**src/rtl/mod_exp_ctrl.sv**
```systemverilog
// Square-and-multiply sequencer for base^exponent mod modulus.
// Forms raw products and delegates every reduction to an external mod_operation unit.
module mod_exp_ctrl #(
    parameter int WIDTH = 32,
    parameter int KEY_W = 16
) (
    input  logic             clock,
    input  logic             reset,
    input  logic             start,
    input  logic [KEY_W-1:0] base,
    input  logic [KEY_W-1:0] exponent,
    input  logic [KEY_W-1:0] modulus,
    output logic [KEY_W-1:0] result,
    output logic             busy,
    output logic             done,
    output logic             error,
    output logic             mod_ena,
    output logic [WIDTH-1:0] mod_a,
    output logic [WIDTH-1:0] mod_b,
    input  logic [WIDTH-1:0] mod_result,
    input  logic             mod_done
);

    typedef enum logic [3:0] {
        IDLE, RED_REQ, RED_WAIT, CHECK, MUL_REQ, MUL_WAIT, SQR_REQ, SQR_WAIT, FIN
    } state_t;

    state_t           state_q, state_d;
    logic [KEY_W-1:0] b_q, b_d, e_q, e_d, n_q, n_d, acc_q, acc_d;
    logic [KEY_W-1:0] result_q, result_d;
    logic             busy_q, busy_d, done_q, done_d, error_q, error_d, mod_ena_q, mod_ena_d;
    logic [WIDTH-1:0] mod_a_q, mod_a_d, mod_b_q, mod_b_d;

    logic [2*KEY_W-1:0] prod_mul, prod_sqr;
    logic [KEY_W-1:0]   rem;

    // Zero-extend a double-width product onto the mod_operation bus.
    function automatic logic [WIDTH-1:0] widen(input logic [2*KEY_W-1:0] v);
        logic [WIDTH-1:0] w;
        w = '0;
        w[2*KEY_W-1:0] = v;
        return w;
    endfunction

    assign prod_mul = {{KEY_W{1'b0}}, acc_q} * {{KEY_W{1'b0}}, b_q};
    assign prod_sqr = {{KEY_W{1'b0}}, b_q} * {{KEY_W{1'b0}}, b_q};
    assign rem      = mod_result[KEY_W-1:0];

    always_comb begin
        state_d   = state_q;
        b_d       = b_q;
        e_d       = e_q;
        n_d       = n_q;
        acc_d     = acc_q;
        result_d  = result_q;
        busy_d    = busy_q;
        done_d    = 1'b0;
        error_d   = error_q;
        mod_ena_d = 1'b0;
        mod_a_d   = mod_a_q;
        mod_b_d   = mod_b_q;
        unique case (state_q)
            IDLE: begin
                if (start) begin
                    b_d     = base;
                    e_d     = exponent;
                    n_d     = modulus;
                    acc_d   = KEY_W'(1);
                    error_d = 1'b0;
                    busy_d  = 1'b1;
                    state_d = (modulus == '0) ? FIN : RED_REQ;
                end
            end
            RED_REQ: begin
                mod_a_d   = widen({{KEY_W{1'b0}}, b_q});
                mod_b_d   = widen({{KEY_W{1'b0}}, n_q});
                mod_ena_d = 1'b1;
                state_d   = RED_WAIT;
            end
            RED_WAIT: begin
                if (mod_done) begin
                    b_d     = rem;
                    state_d = CHECK;
                end
            end
            CHECK: begin
                if (e_q == '0)      state_d = FIN;
                else if (e_q[0])    state_d = MUL_REQ;
                else                state_d = SQR_REQ;
            end
            MUL_REQ: begin
                mod_a_d   = widen(prod_mul);
                mod_b_d   = widen({{KEY_W{1'b0}}, n_q});
                mod_ena_d = 1'b1;
                state_d   = MUL_WAIT;
            end
            MUL_WAIT: begin
                if (mod_done) begin
                    acc_d = rem;
                    // Skip the trailing square once no exponent bits remain.
                    if ((e_q >> 1) != '0) begin
                        state_d = SQR_REQ;
                    end else begin
                        e_d     = '0;
                        state_d = CHECK;
                    end
                end
            end
            SQR_REQ: begin
                mod_a_d   = widen(prod_sqr);
                mod_b_d   = widen({{KEY_W{1'b0}}, n_q});
                mod_ena_d = 1'b1;
                state_d   = SQR_WAIT;
            end
            SQR_WAIT: begin
                if (mod_done) begin
                    b_d     = rem;
                    e_d     = e_q >> 1;
                    state_d = CHECK;
                end
            end
            FIN: begin
                result_d = (n_q <= KEY_W'(1)) ? '0 : acc_q;
                error_d  = (n_q == '0);
                done_d   = 1'b1;
                busy_d   = 1'b0;
                state_d  = IDLE;
            end
            default: state_d = IDLE;
        endcase
    end

    always_ff @(posedge clock) begin
        if (reset) begin
            state_q   <= IDLE;
            b_q       <= '0;
            e_q       <= '0;
            n_q       <= '0;
            acc_q     <= '0;
            result_q  <= '0;
            busy_q    <= 1'b0;
            done_q    <= 1'b0;
            error_q   <= 1'b0;
            mod_ena_q <= 1'b0;
            mod_a_q   <= '0;
            mod_b_q   <= '0;
        end else begin
            state_q   <= state_d;
            b_q       <= b_d;
            e_q       <= e_d;
            n_q       <= n_d;
            acc_q     <= acc_d;
            result_q  <= result_d;
            busy_q    <= busy_d;
            done_q    <= done_d;
            error_q   <= error_d;
            mod_ena_q <= mod_ena_d;
            mod_a_q   <= mod_a_d;
            mod_b_q   <= mod_b_d;
        end
    end

    assign result  = result_q;
    assign busy    = busy_q;
    assign done    = done_q;
    assign error   = error_q;
    assign mod_ena = mod_ena_q;
    assign mod_a   = mod_a_q;
    assign mod_b   = mod_b_q;

endmodule

```
**config.mk**
```make
export PLATFORM = sky130hd
export DESIGN_NAME = mod_exp_ctrl
export DESIGN_NICKNAME = d
export VERILOG_FILES = /design/src/rtl/mod_exp_ctrl.sv
export SDC_FILE = /design/constraint.sdc
export NUM_CORES = 1
export LEC_CHECK = 0
export BUFFER_PORTS_ARGS = -buffer_cell sky130_fd_sc_hd__buf_4
export CORE_UTILIZATION = 50
export CTS_BUF_LIST = sky130_fd_sc_hd__clkbuf_16
export CTS_CLUSTER_SIZE = 10
export DETAILED_ROUTE_END_ITERATION = 10
export PLACE_DENSITY = 0.68
export SLEW_MARGIN = 25
export SYNTH_ARGS = -nofsm -noshare
export SYNTH_HDL_FRONTEND = slang
export SYNTH_SLANG_ARGS = --single-unit
```
**constraint.sdc**
```tcl
create_clock -name clock -period 6.8 [get_ports clock]
set_input_delay 0.34 -clock clock [delete_from_list [all_inputs] [get_ports clock]]
set_output_delay 0.34 -clock clock [all_outputs]
set_load 0.01 [all_outputs]
```
==> results.json <==
{
  "status": "finished, final reports clean",
  "final_common_cell": "inv_1",
  "synthSimpleGateAreaFrac_pct": 17.5,
  "muxShareOfSynthArea_pct": 1.06,
  "final_cell_mix": "inv_1 (492), nand2_1 (376), fa_1 (356), buf_4 (221), ha_1 (201)",
  "timing.fmax_ghz": 0.154,
  "wl_per_cell_um": 18.4,
  "placed_cells": 3252,
  "wl_met1_um": 26400,
  "worstSetupEndpointType": "flop",
  "cts_setup_buffers": 0,
  "synth_compound_area_share_pct": 11.3,
  "maxSlewHeadroom_pct": 37.3,
  "clock_path_buffers": 2,
  "rows": 76,
  "grt_pass1_vias": 18549,
  "grt_usage_pct": 28.6,
  "tightest_slew_ps": 940,
  "dp_hpwl_um": 48500,
  "crit_family": "adder cells",
  "worst_ep_arrival_time_ps": 6860,
  "synth-seq-cells": 136,
  "clkLatencyLatePin_ps": 450,
  "crit_required_ps": 7160,
  "whs_path_depth": 3,
  "numCtsBuffers": 17,
  "min_period_over_period_pct": 95.5,
  "path_depth": 20,
  "clk_pin_slew_ps": 80,
  "hold_viol_final": 0,
  "synth_top_area_share_pct": 32.7,
  "synthArstFlopShare_pct": 0,
  "finalSetupViolations": 0,
  "fin_worst_skew_ps": 16.9,
  "die_h_um": 211,
  "clock_sinks": 136,
  "fin_cells": 3284,
  "ys_seq_area_share_pct": 12.5,
  "die_x_um": 211,
  "ios": 168,
  "portBuffers": 135,
  "worst_slack_ps": 305,
  "yosysWarnings": 0,
  "synth_edf_count": 0,
  "globalplace.congestion": 0.945,
  "syn_inst": 2577,
  "wl_met3_um": 4310,
  "synthesis.area_mm2": 0.0218,
  "cts_hold_buffers": 0,
  "area_growth_pct": 11.9,
  "drive_above_1_share_pct": 11.3,
  "p_per_area_mw_per_mm2": 211,
  "max_stage_delay_ps": 640,
  "hold_end": "n_q[5]",
  "rr_startpoint": "b_q[10]",
  "ctsRootBufferMaster": "clkbuf_16",
  "drt_iter0_markers": 1137,
  "min_path_type": "in2reg",
  "syn_area_per_cell_um2": 8.46,
  "vias": 18064,
  "yosysUniqueCellTypes": 84,
  "rsz0062_at_grt": "false",
  "grt_overflow": 0,
  "leakage_nw": 12.5,
  "core_area_mm2": 0.0431,
  "r2r_slack_ps": 300,
  "worst_setup_path_start_kind": "flop",
  "crit_buf_inv": 4,
  "synth_ff_type": "dfxtp_1",
  "dp_slack_ps": 167,
  "dr_wl_met2_um": 28000,
  "grt_max_degree": 89,
  "synthXorXnorAreaFrac_pct": 1.65,
  "final_nets": 3327,
  "drt-pass1-iter-count": 8,
  "crit_chain": "buf_4 -> nand2_1 -> fa_1 -> inv_1 -> fa_1 -> fa_1 -> fa_1 -> fa_1 -> inv_1 -> fa_1 -> inv_1 -> ha_1 -> nand2_1 -> a211oi_1 -> o21ai_0 -> a21oi_2 -> a211oi_1 -> o21ai_0 -> or3b_1 -> o211ai_1",
  "highest_layer": "met4",
  "cp_common_cell": "fa_1",
  "post-route-drc-count": 0,
  "vdd_drop_max_v": 0.000181,
  "routed_wl_um": 60500,
  "yosysTopAreaCell": "fa_1",
  "crit_fanout": 16,
  "dieArea_mm2": 0.0444,
  "critical_path.slowest_cell": "dfxtp_1",
  "synth_top_family_by_area": "adder cells",
  "min_period_ps": 6500,
  "worstRegToRegCells": 20,
  "maxCapViolCount": 0,
  "synthAdderAreaFrac_pct": 44.2,
  "critical_path_class": "reg2reg",
  "antenna_found_initial": 1,
  "r2r-end": "mod_a[31]",
  "grt_pass1_wl_um": 98500,
  "viasPerCell": 5.50,
  "initial_core_util_pct": 50.6,
  "drv_slew": 0,
  "drtAntennaViolNets": 0,
  "p_total_mw": 5.16,
  "htreeDepth": 4,
  "synthTopCellsByArea": "fa_1 (33%), dfxtp_1 (12%), ha_1 (12%)",
  "cts_tree": "built",
  "antenna-diode-count": 0,
  "setup_tns_ps": 0,
  "min-delay-start": "modulus[5]"
}
## how the worst max path moves through the flow
stage / startpoint / to / slack, ps
final: b_q[10] / mod_a[31] / 300
after global routing: b_q[10] / mod_a[31] / 20
after detailed placement: b_q[5] / mod_a[29] / 170
after floorplan: b_q[9] / mod_a[28] / 830
after CTS: b_q[5] / mod_a[31] / 130
after global placement: b_q[5] / mod_a[25] / 240
## layout make-up
cell class | count | area, um2
multi-input cells | 1808 | 16600
fillers | 3949 | 18700
repair buffers | 230 | 1840
well taps | 585 | 732
clock inverters | 15 | 224
clock buffers | 17 | 425
inverters | 493 | 1850
flip-flops and latches | 136 | 2730
## Yosys cell counts, drive strengths merged (15+ instances only)
library cell    n
a21oi         135
nand3          54
a21o           22
mux2i          22
buf            37
xor2           17
nor3           21
fa            356
dfxtp         136
a311oi         20
ha            201
nor2          103
o211ai         20
xnor2          24
nand4          15
a211oi         32
and2          157
a22o           17
inv           492
o21ai          43
clkbuf        118
nand2         377
## layer usage
metal	GRT usage, %	vias to the layer above
li1	-	8315
met1	39.5	9052
met2	45.8	599
met3	4.71	98
met4	9.22	0
met5	0	-
## power by group
group	switching (mW)	total, mW	internal [mW]
clock network	0.397	1.05	0.652
logic	1.91	3.11	1.20
registers	0.118	0.992	0.874
## tightest hold or removal path: cells and delay by family
| kind | cells | cell delay (ps) |
|---|---|---|
| buffers and inverters | 1 | 110 |
| AOI/OAI and AO/OA | 1 | 50 |
| and+or+nand+nor | 1 | 50 |
## state kept, by name, indices dropped and copies added (netlist names), 4 cells and up
| name | count |
|---|---|
| acc_q | 16 |
| n_q | 16 |
| mod_a | 32 |
| e_q | 16 |
| state_q | 4 |
| mod_b | 16 |
| result | 16 |
| b_q | 16 |
## metrics by stage
stage               utilization, %  hold slack (ps)  cell area, um2
finish                        56.6              160           24400
global route                  56.6              159           24400
CTS                           56.6              139           24400
detailed placement            55.1              451           23700
global placement              55.1              444           23700
floorplan                        -              439           21900
## cell families after synthesis
family	after synthesis
AND/OR/NAND/NOR	804
buffers and inverters	648
adder cells (fa/ha/maj)	557
AO/OA/AOI/OAI	367
flip-flops	136
XOR/XNOR	41
multiplexers	23
other	1
## repair_timing
| item | 4_1_cts | 5_1_grt |
|---|---|---|
| gates resized for setup | 0 | 4 |
| setup endpoints to repair | 0 | 12 |
| endpoints found under the hold margin | 0 | 0 |
Power figures use the tool's default switching activity.
